## src/rtl/decode_pkg.sv

```systemverilog
// Shared opcode map, instruction field offsets and decoded-control types for the decode stage.
package decode_pkg;

    localparam logic [3:0] OP_NOP   = 4'h0;
    localparam logic [3:0] OP_ADD   = 4'h1;
    localparam logic [3:0] OP_SUB   = 4'h2;
    localparam logic [3:0] OP_AND   = 4'h3;
    localparam logic [3:0] OP_OR    = 4'h4;
    localparam logic [3:0] OP_ADDI  = 4'h5;
    localparam logic [3:0] OP_LOAD  = 4'hb;
    localparam logic [3:0] OP_STORE = 4'hc;

    // Opcode sits above the four register fields.
    function automatic int unsigned op_lsb(int unsigned reg_w);
        return 4 * reg_w;
    endfunction

    // idx 0..3 selects F0..F3; F0 is the most significant field.
    function automatic int unsigned fld_lsb(int unsigned reg_w, int unsigned idx);
        return (3 - idx) * reg_w;
    endfunction

    typedef enum logic [1:0] {
        FldF0,
        FldF1,
        FldF2,
        FldNone
    } field_sel_e;

    // Control flags consumed by the pipeline register and hazard logic.
    typedef struct packed {
        logic wr_en;
        logic rd_en1;
        logic rd_en2;
        logic is_load;
        logic is_store;
        logic illegal;
    } ctrl_t;

    // Field routing used only inside the decoder.
    typedef struct packed {
        field_sel_e wr_sel;
        field_sel_e rd1_sel;
        field_sel_e rd2_sel;
        logic       use_imm;
    } route_t;

endpackage

```

## src/rtl/decode_ctrl.sv

```systemverilog
// Combinational opcode decoder: control flags, register addresses and immediate.
module decode_ctrl
    import decode_pkg::*;
#(
    parameter int unsigned OP_W  = 4,
    parameter int unsigned REG_W = 4,
    parameter int unsigned IMM_W = 16
) (
    input  logic [OP_W-1:0]  op,
    input  logic [REG_W-1:0] f0,
    input  logic [REG_W-1:0] f1,
    input  logic [REG_W-1:0] f2,
    input  logic [REG_W-1:0] f3,
    output ctrl_t            ctrl,
    output logic [REG_W-1:0] wr_addr,
    output logic [REG_W-1:0] rd_addr1,
    output logic [REG_W-1:0] rd_addr2,
    output logic [IMM_W-1:0] imm
);

    route_t route;
    logic [IMM_W+2*REG_W-1:0] imm_ext;

    always_comb begin
        ctrl          = '0;
        route.wr_sel  = FldNone;
        route.rd1_sel = FldNone;
        route.rd2_sel = FldNone;
        route.use_imm = 1'b0;
        unique case (op)
            OP_W'(OP_NOP): begin
            end
            OP_W'(OP_ADD), OP_W'(OP_SUB), OP_W'(OP_AND), OP_W'(OP_OR): begin
                ctrl.wr_en    = 1'b1;
                ctrl.rd_en1   = 1'b1;
                ctrl.rd_en2   = 1'b1;
                route.wr_sel  = FldF0;
                route.rd1_sel = FldF1;
                route.rd2_sel = FldF2;
            end
            OP_W'(OP_ADDI), OP_W'(OP_LOAD): begin
                ctrl.wr_en    = 1'b1;
                ctrl.rd_en1   = 1'b1;
                ctrl.is_load  = (op == OP_W'(OP_LOAD));
                route.wr_sel  = FldF0;
                route.rd1_sel = FldF1;
                route.use_imm = 1'b1;
            end
            OP_W'(OP_STORE): begin
                ctrl.rd_en1   = 1'b1;
                ctrl.rd_en2   = 1'b1;
                ctrl.is_store = 1'b1;
                route.rd1_sel = FldF0;
                route.rd2_sel = FldF1;
                route.use_imm = 1'b1;
            end
            default: begin
                ctrl.illegal = 1'b1;
            end
        endcase
    end

    function automatic logic [REG_W-1:0] pick(field_sel_e sel, logic [REG_W-1:0] a,
                                              logic [REG_W-1:0] b, logic [REG_W-1:0] c);
        unique case (sel)
            FldF0:   return a;
            FldF1:   return b;
            FldF2:   return c;
            default: return '0;
        endcase
    endfunction

    assign wr_addr  = pick(route.wr_sel, f0, f1, f2);
    assign rd_addr1 = pick(route.rd1_sel, f0, f1, f2);
    assign rd_addr2 = pick(route.rd2_sel, f0, f1, f2);

    // Widen first so a narrow IMM_W keeps the LSBs and a wide one zero-extends.
    assign imm_ext = {{IMM_W{1'b0}}, f2, f3};
    assign imm     = route.use_imm ? imm_ext[IMM_W-1:0] : '0;

endmodule

```

## src/rtl/decode_stage.sv

```systemverilog
// Decode pipeline stage: field slicing, control decode, load-use bubble and flush,
// with a single registered output behind a valid/ready handshake.
module decode_stage
    import decode_pkg::*;
#(
    parameter int unsigned OP_W           = 4,
    parameter int unsigned REG_W          = 4,
    parameter int unsigned INSTR_W        = OP_W + 4 * REG_W,
    parameter int unsigned IMM_W          = 16,
    parameter bit          LOAD_USE_STALL = 1'b1,
    parameter bit          ZERO_REG_HW    = 1'b1
) (
    input  logic               clock,
    input  logic               reset,
    input  logic               flush,
    input  logic               in_valid,
    output logic               in_ready,
    input  logic [INSTR_W-1:0] in_instr,
    output logic               out_valid,
    input  logic               out_ready,
    output logic [OP_W-1:0]    out_op,
    output logic               out_wr_en,
    output logic [REG_W-1:0]   out_wr_addr,
    output logic               out_rd_en1,
    output logic               out_rd_en2,
    output logic [REG_W-1:0]   out_rd_addr1,
    output logic [REG_W-1:0]   out_rd_addr2,
    output logic [IMM_W-1:0]   out_imm,
    output logic               out_is_load,
    output logic               out_is_store,
    output logic               out_illegal,
    output logic               hazard_stall
);

    logic [OP_W-1:0]  dec_op;
    logic [REG_W-1:0] fld0, fld1, fld2, fld3;
    ctrl_t            dec_ctrl;
    logic [REG_W-1:0] dec_wr_addr, dec_rd_addr1, dec_rd_addr2;
    logic [IMM_W-1:0] dec_imm;

    assign dec_op = in_instr[op_lsb(REG_W) +: OP_W];
    assign fld0   = in_instr[fld_lsb(REG_W, 0) +: REG_W];
    assign fld1   = in_instr[fld_lsb(REG_W, 1) +: REG_W];
    assign fld2   = in_instr[fld_lsb(REG_W, 2) +: REG_W];
    assign fld3   = in_instr[fld_lsb(REG_W, 3) +: REG_W];

    decode_ctrl #(
        .OP_W  (OP_W),
        .REG_W (REG_W),
        .IMM_W (IMM_W)
    ) u_decode_ctrl (
        .op       (dec_op),
        .f0       (fld0),
        .f1       (fld1),
        .f2       (fld2),
        .f3       (fld3),
        .ctrl     (dec_ctrl),
        .wr_addr  (dec_wr_addr),
        .rd_addr1 (dec_rd_addr1),
        .rd_addr2 (dec_rd_addr2),
        .imm      (dec_imm)
    );

    logic             valid_q, valid_d;
    logic             stall_q, stall_d;
    logic             load_en;
    logic [OP_W-1:0]  op_q;
    logic             wr_en_q, rd_en1_q, rd_en2_q;
    logic [REG_W-1:0] wr_addr_q, rd_addr1_q, rd_addr2_q;
    logic [IMM_W-1:0] imm_q;
    logic             is_load_q, is_store_q, illegal_q;

    logic src_hit;
    logic hazard;
    logic accept;

    // Incoming instruction sources the register the held load is about to write.
    assign src_hit = (dec_ctrl.rd_en1 && (dec_rd_addr1 == wr_addr_q)) ||
                     (dec_ctrl.rd_en2 && (dec_rd_addr2 == wr_addr_q));

    assign hazard = LOAD_USE_STALL && valid_q && is_load_q && wr_en_q && in_valid && src_hit &&
                    ((wr_addr_q != '0) || !ZERO_REG_HW);

    assign in_ready = (!valid_q || out_ready) && !hazard && !flush;
    assign accept   = in_valid && in_ready;

    always_comb begin
        valid_d = valid_q;
        stall_d = 1'b0;
        load_en = 1'b0;
        if (flush) begin
            valid_d = 1'b0;
        end else begin
            // A hazard drains the held load without refilling: that empty slot is the bubble.
            stall_d = hazard && out_ready;
            if (accept) begin
                valid_d = 1'b1;
                load_en = 1'b1;
            end else if (out_ready) begin
                valid_d = 1'b0;
            end
        end
    end

    always_ff @(posedge clock) begin
        if (reset) begin
            valid_q    <= 1'b0;
            stall_q    <= 1'b0;
            op_q       <= '0;
            wr_en_q    <= 1'b0;
            rd_en1_q   <= 1'b0;
            rd_en2_q   <= 1'b0;
            wr_addr_q  <= '0;
            rd_addr1_q <= '0;
            rd_addr2_q <= '0;
            imm_q      <= '0;
            is_load_q  <= 1'b0;
            is_store_q <= 1'b0;
            illegal_q  <= 1'b0;
        end else begin
            valid_q <= valid_d;
            stall_q <= stall_d;
            if (load_en) begin
                op_q       <= dec_op;
                wr_en_q    <= dec_ctrl.wr_en;
                rd_en1_q   <= dec_ctrl.rd_en1;
                rd_en2_q   <= dec_ctrl.rd_en2;
                wr_addr_q  <= dec_wr_addr;
                rd_addr1_q <= dec_rd_addr1;
                rd_addr2_q <= dec_rd_addr2;
                imm_q      <= dec_imm;
                is_load_q  <= dec_ctrl.is_load;
                is_store_q <= dec_ctrl.is_store;
                illegal_q  <= dec_ctrl.illegal;
            end
        end
    end

    assign out_valid    = valid_q;
    assign hazard_stall = stall_q;
    assign out_op       = op_q;
    assign out_wr_en    = wr_en_q;
    assign out_wr_addr  = wr_addr_q;
    assign out_rd_en1   = rd_en1_q;
    assign out_rd_en2   = rd_en2_q;
    assign out_rd_addr1 = rd_addr1_q;
    assign out_rd_addr2 = rd_addr2_q;
    assign out_imm      = imm_q;
    assign out_is_load  = is_load_q;
    assign out_is_store = is_store_q;
    assign out_illegal  = illegal_q;

endmodule

```

## config.mk

```make
export PLATFORM = sky130hd
export DESIGN_NAME = decode_stage
export DESIGN_NICKNAME = d
export VERILOG_FILES = /design/src/rtl/decode_pkg.sv /design/src/rtl/decode_ctrl.sv /design/src/rtl/decode_stage.sv
export SDC_FILE = /design/constraint.sdc
export NUM_CORES = 1
export LEC_CHECK = 0
export CELL_PAD_IN_SITES_DETAIL_PLACEMENT = 0
export CELL_PAD_IN_SITES_GLOBAL_PLACEMENT = 1
export CORE_MARGIN = 1.5
export CORE_UTILIZATION = 51
export DETAILED_ROUTE_END_ITERATION = 7
export DONT_BUFFER_PORTS = 1
export PLACE_DENSITY = 0.89
export SLEW_MARGIN = 15
export SYNTH_ARGS = -nofsm -noshare
export SYNTH_HDL_FRONTEND = slang
export SYNTH_HIERARCHICAL = 1
export SYNTH_SLANG_ARGS = --single-unit
```

## constraint.sdc

```tcl
create_clock -name clock -period 7.5 [get_ports clock]
set_input_delay 0.75 -clock clock [delete_from_list [all_inputs] [get_ports clock]]
set_output_delay 0.75 -clock clock [all_outputs]
set_load 0.1 [all_outputs]
```

==> results of run 1 <==
-- worst max-delay path: stages --
cell and delay (ns):
nor2_2 0.16, and3_4 0.26, inv_1 0.05, ha_1 0.27, a21o_1 0.19, a22oi_1 0.14, nor2_1 0.07, inv_1 0.08
a222oi_1 0.10, a31oi_2 0.34, and2_1 0.82
-- logic make-up after synthesis --
logic type	Yosys count	share of synthesized area, %
compound gates	26	8.749
xor+xnor	7	2.598
fa+ha+maj	2	1.060
buf+inv	30	7.741
flops	40	33.93
mux	38	16.12
other cells	1	0.1589
simple gates	115	29.64
-- power groups by stage --
stage / sequential, uW / combinational, uW / clock (uW)
after detailed placement: 277 / 54.9 / 0
after floorplan: 277 / 57.2 / 0
final: 272 / 54.7 / 193
after global routing: 273 / 60.6 / 207
after global placement: 277 / 54.2 / 0
after CTS: 273 / 55.2 / 199
-- final timing paths --
check | cells past startpoint | end | slack (ns)
setup / recovery | 11 | in_ready | 3.51
hold / removal | 1 | hazard_stall | 0.52
setup reg to reg | 7 | out_imm[6] | 4.46
hold reg to reg | 2 | out_wr_addr[2] | 0.57
-- metal layers --
layer | global-route usage, % | share of wire [%] | up-vias
met5 | 0 | 0 | -
met4 | 8.176 | 0.89 | 0
met3 | 5.271 | 7.3 | 4
met2 | 28.35 | 44 | 46
met1 | 24.34 | 48 | 730
li1 | - | - | 826
-- state kept, by name, summed over array words and instances, names as in the netlist --
signal	cells
out_illegal	1
out_imm	16
out_wr_en	1
out_rd_en2	1
hazard_stall	1
out_is_store	1
out_is_load	1
out_rd_addr1	4
out_wr_addr	4
out_rd_addr2	4
out_valid	1
out_rd_en1	1
out_op	4
-- synth_stat cells, types with 3 or more instances --
cell / count
clkbuf_1: 8
and2_1: 14
buf_6: 4
a22o_1: 4
a21o_1: 5
nand2b_1: 79
a22oi_1: 5
nor3_1: 5
mux2i_1: 38
xnor2_1: 3
buf_4: 10
a21oi_1: 3
inv_1: 6
nor2_1: 6
dfxtp_1: 40
xor2_1: 4
-- layout make-up --
cell class	count	area, um2
repair buffers	2	15.01
fillers	422	1977
clock buffers	7	96.34
inverters	6	22.52
flip-flops and latches	40	800.8
well taps	52	65.06
clock inverters	1	30.03
multi-input cells	196	1408
-- cell usage in the layout (no fill, tap or decap), types with 4 or more instances in the layout --
master	synthesis	routed
conb_1	1	8
a22oi_1	5	5
and2_1	14	14
nand2b_1	79	79
dfxtp_1	40	40
xor2_1	4	4
nor3_1	5	5
mux2i_1	38	38
clkbuf_8	0	7
a21o_1	5	5
a22o_1	4	4
nor2_1	6	6
inv_1	6	6
-- metrics by stage --
stage               hold slack, ns  util [%]
floorplan                   0.8287         -
global placement            0.5490     52.35
detailed placement          0.5606     52.35
CTS                         0.5130     55.22
global route                0.5124     55.22
finish                      0.5230     55.22
==> impl_metrics.env, run 1 <==
export IMPL_finalInstanceArea_um2=2437
export IMPL_clock_fmax_ghz=0.2505
export IMPL_cts_sinks=40
export IMPL_fin_crit_ns=3.991
export IMPL_relSlewSlack_pct=23.21
export IMPL_vias_per_cell=5.283
export IMPL_seq_power_share_pct=52.3
export IMPL_cts_made_buffers=5
export IMPL_worstReg2RegStart="out_wr_addr[1]"
export IMPL_cts_setup_buffers=0
export IMPL_finalSetupViolations=0
export IMPL_p_leak_uw=0.001072
export IMPL_clock_latency_ns=0.29
export IMPL_ctsHoldBuffers=0
export IMPL_critical_path_max_fanout=8
export IMPL_fp_dieArea_um2=5044
export IMPL_startpoint_type="primary input"
export IMPL_clkTransAtPathRegs_ns=0.08
export IMPL_period_share_pct=53.22
export IMPL_hold_path_class="in2reg"
export IMPL_final_max_slew_viol_count=0
export IMPL_nets=278
export IMPL_wirelength_mm=4.492
export IMPL_port_buffers=0
export IMPL_combPwrFrac_pct=10.5
export IMPL_critical_path_class="in2out"
export IMPL_antenna_cells=0
export IMPL_status="finished clean"
export IMPL_synth_cells=259
export IMPL_post_dp_hpwl_mm=3.171
export IMPL_io_pins=66
export IMPL_synth_async_reset_ratio_pct=0
export IMPL_p_sw_share_pct=30.03
export IMPL_syn_cell_area_um2=2360
export IMPL_drtIter0Drc=94
export IMPL_area_delta_synth_final_pct=3.287
export IMPL_fin_tns_setup_ns=0
export IMPL_setup_slack_ns=3.509
export IMPL_p_int_uw=364.2
export IMPL_fin_cells=304
export IMPL_p_per_area_nw_per_um2=213.6
export IMPL_crit_path_start="in_instr[17]"
export IMPL_grt_start_max_net_pins=79
export IMPL_report_power_total_uw=520.5
export IMPL_place_ws_ns=3.521
export IMPL_synthTopCellsByArea="dfxtp_1 (34%), nand2b_1 (21%), mux2i_1 (16%)"
export IMPL_antenna_found_initial=0
export IMPL_hp_start="flush"
export IMPL_grt_pass1_vias=1550
export IMPL_seq_area_frac_synth_pct=33.93
export IMPL_max_cap_viol_count=0
export IMPL_synth_top_area_share_pct=33.93
export IMPL_htreeDepth=2
export IMPL_cts_resized=0
export IMPL_track_usage_pct=18.51
export IMPL_via_count=1606
export IMPL_placed_cells=296
export IMPL_yosysTopAreaCell="dfxtp_1"
export IMPL_fp_row_count=24
export IMPL_drcViolationCount=0
export IMPL_wire_per_inst_um=14.78
export IMPL_worst_ep_arrival_time_ns=3.24
export IMPL_overflow=0
export IMPL_synth_flop_cell="dfxtp_1"
export IMPL_hold_viol=0
export IMPL_clock_path_buffers=2
export IMPL_max_slew_worst_pin_slew_ns=1.150
export IMPL_cts_tree="yes"
export IMPL_routabilityCongestion=0.9004
export IMPL_yosysWarnings=6
export IMPL_synth_distinct_cells=35
export IMPL_initial_core_util_pct=53.46
export IMPL_core_area_um2=4414
export IMPL_synth_seq_cells=40
export IMPL_p_clk_share_pct=37.2
export IMPL_fp_dieW_um=71.02
export IMPL_fin_worst_skew_ns=0.004186
export IMPL_rsz0062_at_grt="false"
export IMPL_required_ns=6.75
export IMPL_grt_pass1_wl_mm=7.369
export IMPL_post_dp_cell_area_um2=2311
export IMPL_synth_edff_count=0
export IMPL_drive_gt1_share_pct=6.746
export IMPL_drt_antenna_violating_nets=0
export IMPL_p_switching_uw=156.3
export IMPL_cts_root_buffer_cell="clkbuf_8"
export IMPL_syn_area_per_cell_um2=9.111
export IMPL_die_h_um=71.02
export IMPL_drt_first_pass_iters=4
export IMPL_cp_end_kind="output port"
export IMPL_ir_worst_vdd_mv=0.1064
Power figures use the tool's default switching activity.
==> inputs of run 2 (changes only) <==
CORE_UTILIZATION = 43   (was 51)
PLACE_DENSITY = 0.8   (was 0.89)
clock period = 3.2 ns   (was 7.5 ns; I/O delays follow)
==> run 2 against run 1 <==
  * Final cell count rose by 8.6%
  * Non-clock buffer count rose by 8
  * Clock power rose by 80%
  * Count of clock-buffer cells in the layout rose by 1
  * Utilization fell by 6.8 points
  * Register-to-register slack got worse by 3.3 ns
  * Flip-flop and latch count did not move
  * Sequential share of layout area fell by 1.1 points
  * Critical path depth rose by 1
  * Power rose by 120%
  * Largest cell class unchanged
==> impl_metrics.env, run 2 (same netlist as run 1, synthesis figures left out) <==
export IMPL_fp_dieW_um=77.08
export IMPL_grt_start_max_net_pins=79
export IMPL_drcViolationCount=0
export IMPL_post_dp_hpwl_mm=3.222
export IMPL_cts_tree="yes"
export IMPL_cp_end_kind="output port"
export IMPL_status="finished clean"
export IMPL_area_delta_synth_final_pct=6.840
export IMPL_initial_core_util_pct=45.34
export IMPL_clock_path_buffers=2
export IMPL_critical_path_max_fanout=8
export IMPL_antenna_cells=0
export IMPL_finalInstanceArea_um2=2521
export IMPL_utilization_pct=48.44
export IMPL_drt_first_pass_iters=4
export IMPL_ir_worst_vdd_mv=0.2276
export IMPL_clock_fmax_ghz=0.3592
export IMPL_wirelength_mm=4.547
export IMPL_cts_made_buffers=5
export IMPL_largest_reg_flops=16
export IMPL_die_h_um=77.08
export IMPL_required_ns=2.88
export IMPL_drt_antenna_violating_nets=0
export IMPL_fin_worst_skew_ns=0.006387
export IMPL_core_area_um2=5205
export IMPL_max_cap_viol_count=0
export IMPL_ctsHoldBuffers=0
export IMPL_fin_hold_ws_ns=0.09391
export IMPL_vias_per_cell=4.864
export IMPL_cts_setup_buffers=0
export IMPL_fin_tns_setup_ns=0
export IMPL_finalSetupViolations=0
export IMPL_port_buffers=0
export IMPL_hold_path_class="in2reg"
export IMPL_drtIter0Drc=76
export IMPL_routabilityCongestion=0.7598
export IMPL_startpoint_type="primary input"
export IMPL_worst_ep_arrival_time_ns=2.46
export IMPL_clock_latency_ns=0.29
export IMPL_drive_gt1_share_pct=8.846
export IMPL_n_fill_cell=511
export IMPL_rsz0062_at_grt="false"
export IMPL_relSlewSlack_pct=34.38
export IMPL_p_leak_uw=0.001111
export IMPL_fp_row_count=26
export IMPL_fp_dieArea_um2=5941
export IMPL_period_share_pct=87.01
export IMPL_final_cell_mix="nand2b_1 (79), dfxtp_1 (40), mux2i_1 (38), and2_1 (14), conb_1 (8)"
export IMPL_cts_sinks=40
export IMPL_nets=286
export IMPL_antenna_found_initial=0
export IMPL_via_count=1605
export IMPL_post_dp_cell_area_um2=2431
export IMPL_io_pins=66
export IMPL_overflow=0
export IMPL_final_max_slew_viol_count=0
export IMPL_critical_path_class="in2out"
export IMPL_hold_viol=0
export IMPL_cts_root_buffer_cell="clkbuf_8"
export IMPL_cts_resized=0
export IMPL_grt_pass1_vias=1464
export IMPL_fin_crit_ns=2.784
export IMPL_max_slew_worst_pin_slew_ns=0.9829
export IMPL_layout_commonest_cell="nand2b_1"
export IMPL_wire_per_inst_um=13.78
export IMPL_grt_pass1_wl_mm=7.424
export IMPL_htreeDepth=2
export IMPL_p_per_area_nw_per_um2=446.4
export IMPL_track_usage_pct=15.92
export IMPL_clkTransAtPathRegs_ns=0.08
run 2: changes by cell type in the layout (fill, tap and decap cells not counted):
cell	before	now
buf_4	2	7
buf_12	0	3
bufinv_16	1	0
clkbuf_8	7	6
clkbuf_1	0	2
run 2: worst paths after layout:
check,endpoint,slack [ns],cells past startpoint,from
setup / recovery,in_ready,0.42,12,in_instr[17]
hold / removal,out_valid,0.09,1,flush
setup reg to reg,out_imm[12],1.13,7,out_wr_addr[3]
hold reg to reg,out_wr_addr[3],0.57,2,out_wr_addr[3]
run 2: metal layers:
layer / track usage, % / wire [um] / part of all wire [%]
met5: 0 / 0 / 0
met4: 6.000 / 55 / 1.2
met3: 5.595 / 385 / 8.5
met2: 22.74 / 1970 / 43
met1: 21.84 / 2136 / 47
run 2: power by group:
part           leakage [uW]  total, uW  switching (uW)  internal (uW)
clock network     0.0000455        348             172            176
registers          0.000325        621             108            513
logic              0.000740        156            81.6           74.4
run 2: cell type report:
class,instances,area [um2],area share (%)
Tap cell,70,87.58,3.474
Inverter,6,22.52,0.8933
Clock buffer,8,90.09,3.573
Sequential cell,40,800.8,31.76
Timing Repair Buffer,10,112.6,4.466
Multi-Input combinational cell,196,1408,55.83
run 2: per-stage QoR:
stage          power, uW  setup WS (ns)  std cells
2_1_floorplan      783.3         0.1138        266
3_3_place_gp       789.0         0.3876        322
3_5_place_dp       789.9         0.3377        322
4_1_cts             1143         0.4044        330
5_1_grt             1176         0.2191        330
6_report            1125         0.4157        330
run 2: worst max-delay path, cell delays in order:
cell and delay, ns:
nor2_2 0.16, and3_4 0.27, inv_1 0.05, ha_1 0.27
a21o_1 0.19, a22oi_1 0.13, nor2_1 0.09, xor2_1 0.17
nor3_1 0.23, a31oi_2 0.17, and2_1 0.23, buf_12 0.17
